<file path="src/rtl/uart_tx_fifo_feeder.sv">
// uart_tx_fifo_feeder: byte FIFO plus launch FSM feeding a UART transmitter; optional overflow flag via UART_TX_FIFO_OVF_EN
module uart_tx_fifo_feeder #(
  parameter int DATA_W = 8,
  parameter int ADDR_W = 4
) (
  input  logic              clk,
  input  logic              reset,
  input  logic              wr_en,
  input  logic [DATA_W-1:0] wr_data,
  output logic              full,
  output logic              empty,
  output logic [ADDR_W:0]   level,
  output logic [DATA_W-1:0] tx_data,
  output logic              tx_start,
  input  logic              tx_active
`ifdef UART_TX_FIFO_OVF_EN
  ,
  output logic              ovf,
  input  logic              ovf_clr
`endif
);
  localparam int DEPTH = 2 ** ADDR_W;
  typedef enum logic [1:0] {IDLE, START, BUSY} state_t;
  state_t            state_q, state_d;
  logic [DATA_W-1:0] mem_q [DEPTH];
  logic [ADDR_W-1:0] wr_ptr_q, rd_ptr_q;
  logic [ADDR_W:0]   level_q, level_d;
  logic              full_q, empty_q, tx_start_q, tx_start_d, push, pop;
  logic [DATA_W-1:0] tx_data_q, tx_data_d;
  // full is the pre-pop value, so a write is refused even when a pop frees a slot that cycle
  assign push = wr_en && !full_q;
  // launch FSM: pop only when idle, data queued and the line is quiet
  always_comb begin
    state_d    = state_q;
    tx_start_d = tx_start_q;
    pop        = 1'b0;
    case (state_q)
      IDLE: if (!empty_q && !tx_active) begin
        pop        = 1'b1;
        tx_start_d = 1'b1;
        state_d    = START;
      end
      START: if (tx_active) begin
        tx_start_d = 1'b0;
        state_d    = BUSY;
      end
      BUSY: state_d = tx_active ? BUSY : IDLE;
      default: state_d = IDLE;
    endcase
    tx_data_d = pop ? mem_q[rd_ptr_q] : tx_data_q;
    level_d   = level_q + (ADDR_W+1)'(push) - (ADDR_W+1)'(pop);
  end
  // storage array needs no reset; pointers define what is valid
  always_ff @(posedge clk) begin
    if (reset && push) mem_q[wr_ptr_q] <= wr_data;
  end
  // pointers, occupancy flags and transmitter handshake registers
  always_ff @(posedge clk) begin
    if (!reset) begin
      state_q    <= IDLE;
      wr_ptr_q   <= '0;
      rd_ptr_q   <= '0;
      level_q    <= '0;
      full_q     <= 1'b0;
      empty_q    <= 1'b1;
      tx_start_q <= 1'b0;
      tx_data_q  <= '0;
    end else begin
      state_q    <= state_d;
      wr_ptr_q   <= wr_ptr_q + ADDR_W'(push);
      rd_ptr_q   <= rd_ptr_q + ADDR_W'(pop);
      level_q    <= level_d;
      full_q     <= level_d == (ADDR_W+1)'(DEPTH);
      empty_q    <= level_d == '0;
      tx_start_q <= tx_start_d;
      tx_data_q  <= tx_data_d;
    end
  end
  assign full     = full_q;
  assign empty    = empty_q;
  assign level    = level_q;
  assign tx_data  = tx_data_q;
  assign tx_start = tx_start_q;
`ifdef UART_TX_FIFO_OVF_EN
  logic ovf_q;
  // sticky overflow flag; a new overflow beats a same-cycle clear
  always_ff @(posedge clk) begin
    if (!reset) ovf_q <= 1'b0;
    else if (wr_en && full_q) ovf_q <= 1'b1;
    else if (ovf_clr) ovf_q <= 1'b0;
  end
  assign ovf = ovf_q;
`endif
endmodule
</file>
<file path="config.mk">
export PLATFORM = sky130hd
export DESIGN_NAME = uart_tx_fifo_feeder
export DESIGN_NICKNAME = d
export VERILOG_FILES = /design/src/rtl/uart_tx_fifo_feeder.sv
export SDC_FILE = /design/constraint.sdc
export NUM_CORES = 1
export LEC_CHECK = 0
export CAP_MARGIN = 5
export CORE_MARGIN = 1.5
export CORE_UTILIZATION = 60
export DETAILED_ROUTE_END_ITERATION = 8
export MAX_ROUTING_LAYER = met4
export PLACE_DENSITY = 0.83
export SYNTH_ARGS = -nofsm -noshare
export SYNTH_HDL_FRONTEND = slang
export SYNTH_SLANG_ARGS = --single-unit
</file>
<file path="constraint.sdc">
create_clock -name clk -period 6.8 [get_ports clk]
set_input_delay 0.68 -clock clk [delete_from_list [all_inputs] [get_ports clk]]
set_output_delay 0.68 -clock clk [all_outputs]
set_load 0.02 [all_outputs]
</file>
# After elaboration in Yosys (flattened, before gate mapping)
# Memory sizes are Yosys's and may differ from the RTL's. A register that Yosys moved wholly into a read port is not among the register bits.
# Index checks and enable logic that the tools add are counted.
dict set report totals {
  regBits 18
  latch_bits 0
  ram_bits 128
  mem_bits_ro 0
  input_bits 12
  mem_count 1
}
dict set report classes {
  add_sub_neg 4
  n_mul 0
  n_div 0
  magnitude_cmp 0
  eq_ne 5
  shifts 0
  muxes 11
  bitwise_logic 0
  n_reduce_logical 12
}
# memory depth width read_ports rd_clocked_by_memory_dff write_ports line
set mem_list {}
lappend mem_list {mem_q 16 8 1 1 1 25} ;# logic [DATA_W-1:0] mem_q [DEPTH];
# cell n
set ops {}
lappend ops {{4-bit by 1-bit adder with 4-bit output} 2}
lappend ops {{1-bit two-way mux} 6}
lappend ops {{2-bit two-way mux} 3}
lappend ops {{2-bit one-hot mux with 3 select lines} 1}
lappend ops {{5-bit by 1-bit adder with 5-bit output} 1}
lappend ops {{5-bit equality test, second input constant} 1}
lappend ops {{5-bit logical NOT} 1}
lappend ops {{5-bit by 1-bit subtractor with 5-bit output} 1}
lappend ops {{1-bit logical NOT} 4}
lappend ops {{2-bit != test, second input constant} 2}
lappend ops {{1-bit logical AND} 3}
lappend ops {{3-bit AND reduction} 1}
lappend ops {{2-bit by 1-bit equality test with 1-bit output, second input constant} 1}
lappend ops {{2-bit equality test, second input constant} 1}
lappend ops {{2-bit logical NOT} 1}
lappend ops {{1-bit one-hot mux with 2 select lines} 1}
lappend ops {{2-bit AND reduction} 1}
lappend ops {{2-bit nonzero test} 1}

# Logic depth before layout (Yosys ltp)
dict set report depth {
  depth_word 6
  ltp_mapped 9
  mapped_depth_nobuf 8
}

# Least setup slack after synthesis
# No wires, ideal clock.
dict set report synth_path {
  path_kind {in2reg}
  from {input tx_active}
  to {register full_q, in the netlist full}
  arrival_time_ns 2.537
  slack_ns 4.172
  path_stages 9
  path_buffers 1
  path_cell_list {nor4_4 buf_2 xor2_1 ha_1 fa_1 a21o_1 a21oi_1 xnor2_1 nor4bb_1}
}
dict set report synth_via {
  elab_chain_len 6
}
# element line
set synth_lines {}
lappend synth_lines {{start: declaration} 15} ;# input logic tx_active
lappend synth_lines {{1-bit logical NOT} 38} ;# IDLE: if (!empty_q && !tx_active) begin
lappend synth_lines {{1-bit logical AND} 38}
lappend synth_lines {{1-bit two-way mux} 38}
lappend synth_lines {{1-bit two-way mux} 37} ;# case (state_q)
lappend synth_lines {{5-bit by 1-bit subtractor with 5-bit output} 51} ;# level_d = level_q + (ADDR_W+1)'(push) - (ADDR_W+1)'(pop);
lappend synth_lines {{5-bit equality test} 73} ;# full_q <= level_d == (ADDR_W+1)'(DEPTH);
lappend synth_lines {{end signal: assignment} 73}
lappend synth_lines {{end: declaration} 28} ;# logic full_q, empty_q, tx_start_q, tx_start_d, push, pop;
# No other way between the ends.
# A chain may end at the register's enable or synchronous reset.

# Worst setup path in the final report
# Same ends and word-level chain as after synthesis.

==> flow_summary.ini <==
[outcome]
status = finished, final reports clean

[layout]
fin_cells = 498
final_cell_mix = 128 x edfxtp_1, 27 x clkdlybuf4s50_1, 26 x dfxtp_1, 24 x mux4_2, 18 x clkbuf_16
layout_commonest_cell = edfxtp_1
fill_cells = 553
diodes = 0
final_cell_area_um2 = 7070
drive_gt1_share_pct = 17.5
area_growth_pct = 15.0
finalNetCount = 372

[routing]
postRouteAntennaNets = 0
drt-total-wl_um = 11800
drtPass1Iterations = 5
drc_errors = 0
routed_via_density = 6.11
first_iter_violations = 366
wl_per_cell_um = 23.8
vias = 3043

[place]
dp_cells = 466
place_area_um2 = 6480
dp.final_hpwl_um = 6910
port_buffers = 27
place_congestion = 0.851

[clock_tree]
clock_sinks = 154
cts-root-buf = clkbuf_8
clockBufferDepth = 2
ctsHoldBuffers = 0
clk_pin_slew_worst_paths_ps = 60
clk_latency_ps = 530
post_cts_buffers = 0
cts_resized = 0
cts_buffers = 17
cts_tree = built
htreeDepth = 4

[power]
p_comb_share_pct = 17.9
p_int_mw = 1.86
power_frac_clock_pct = 37.2
p_switching_uw = 612
p_leak_nw = 2.31
power.density_nw_per_um2 = 349
ir_worst_vdd_mv = 0.218
power_frac_seq_pct = 44.9
p_sw_share_pct = 24.8

[synth]
synth_top_area_share_pct = 62.6
synth_area_per_cell_um2 = 19.2
ys_seq_elements = 154
synthTopCellsByArea = edfxtp_1 63%, mux4_2 8.8%, dfxtp_1 8.5%, mux4_1 3.4%, mux2i_1 2.6%
async_flop_share_pct = 0
yosysUniqueCellTypes = 37
synth-edff-count = 128
synth_ff_type = edfxtp_1
syn-cell-area_um2 = 6140
ys_seq_area_share_pct = 71.0
netlist.top_cell.by_area = edfxtp_1
netlist_instances = 320
syn-num-nets = 340
yosysWarningCount = 0

[setup_path]
r2r_end = full
critPathTopFamily = simple AND/OR/NAND/NOR gates
cp-end-kind = flip-flop
rr_worst_depth = 8
worstPathMaxFanout = 15
critical_path_depth = 9
rrSetupSlack_ps = 3970
slowest_stage = nor4_4
cp_slowest_stage_delay_ps = 580
critPathKind = in2reg
crit_path_start_kind = primary input
cp.required_ps = 7230
crit_buf_inv = 1
startpoint = tx_active
critPathCapture = full
reg2reg_from = state_q[1]
path_cells = clkdlybuf4s50_1 -> nor4_4 -> xor2_1 -> ha_1 -> fa_1 -> a21o_1 -> a21oi_1 -> xnor2_1 -> nor4bb_1
worstPathArrival_ps = 3460

[job]
max_cap_violations = 0

[die]
top_level_ports = 28
die_h_um = 104
coreArea_um2 = 9860
rows = 36
start_util_pct = 62.3
dieArea_um2 = 10900
fp.dieW_um = 104

[timing]
slew_headroom_pct = 19.5
worst_slew_pin_slew_ps = 1200
fmax_mhz = 330
hold_viol = 0
layout_min_cycle_time_ps = 3030
fin_skew_ps = 10.2
fin_crit_sh_pct = 44.5
drv_slew = 0
setup_viol = 0
finalSetupTns_ps = 0
rsz0062_at_grt = false

[grt]
grt_overflow = 0
track_usage_pct = 24.8
antenna_found_initial = 0
grt_pass1_vias = 3112
grt-busiest-layer = met2
grt_pass1_wl_um = 18600
gr-usage-met1_pct = 31.4
grt_util_met3_pct = 6.77
met2_usage_pct = 39.0
grt_max_degree = 35

[worst_hold_path]
hold_path.class = reg2reg
whs_path_depth = 1
==> logic make-up (layout without fill, tap and decap cells) <==
logic type	after synthesis	after routing	synth area share, %
DFF	154	154	71.0
and+or+nand+nor	53	53	5.09
muxes	48	48	14.8
AOI/OAI and AO/OA	23	23	3.30
buffers and inverters	23	68	2.44
xor gates and xnor gates	11	11	1.57
adders and majority gates	8	8	1.75
==> worst min-delay path by stage <==
stage / startpoint / end / slack [ps]
floorplan: state_q[1] / state_q[0] / 530
global placement: state_q[0] / state_q[0] / 560
detailed placement: state_q[1] / state_q[0] / 570
CTS: state_q[1] / state_q[0] / 580
global route: state_q[1] / state_q[0] / 600
finish: state_q[1] / state_q[0] / 570
==> cell type report <==
| class | instances | area [um^2] | area share [%] |
|---|---|---|---|
| Sequential cell | 154 | 4360 | 61.7 |
| Multi-Input combinational cell | 143 | 1630 | 23.1 |
| Clock buffer | 25 | 497 | 7.03 |
| Timing Repair Buffer | 32 | 308 | 4.35 |
| Tap cell | 133 | 166 | 2.35 |
| Clock inverter | 7 | 88.8 | 1.26 |
| Inverter | 4 | 15.0 | 0.212 |
==> metrics by stage <==
step	util [%]	setup slack [ps]	hold slack, ps	total power [mW]
finish	71.7	3770	572	2.47
CTS	71.7	3790	576	2.48
global placement	65.7	3440	562	1.55
detailed placement	65.7	3260	570	1.57
global route	71.7	3550	596	2.57
floorplan	-	4170	531	1.44
==> synth_stat cells, types with 6 or more instances <==
cell / n
a221oi_2: 8
and2_1: 16
buf_2: 6
dfxtp_1: 26
edfxtp_1: 128
ha_1: 7
mux2i_1: 16
mux4_1: 8
mux4_2: 24
nor2_1: 13
o21ai_0: 9
xor2_1: 6
==> sequential cells by signal (all words and copies together), names as in the netlist <==
name,cells
wr_ptr_q,4
full,1
mem_q,128
tx_data,8
level,5
rd_ptr_q,4
empty,1
tx_start,1
state_q,2
==> worst register-to-register path, delay by kind of cell (launching register included) <==
family	cells	cell delay, ps
AND/OR/NAND/NOR	2	990
XOR/XNOR	2	350
adder cells (fa/ha/maj)	2	670
AO/OA/AOI/OAI	2	370
flip-flops	1	370
==> metal layers <==
| metal | vias up | part of all wire [%] |
|---|---|---|
| li1 | 1345 | - |
| met1 | 1559 | 40 |
| met2 | 126 | 52 |
| met3 | 13 | 5.9 |
| met4 | 0 | 1.8 |
| met5 | - | 0 |
==> power by group through the flow <==
stage               clock [mW]  sequential, mW  combinational [mW]
floorplan                    0            1.16               0.281
global placement             0            1.12               0.425
finish                   0.919            1.11               0.442
CTS                      0.926            1.11               0.446
detailed placement           0            1.13               0.440
global route             0.973            1.11               0.480
Note: power is estimated with default switching activity, not from simulation.
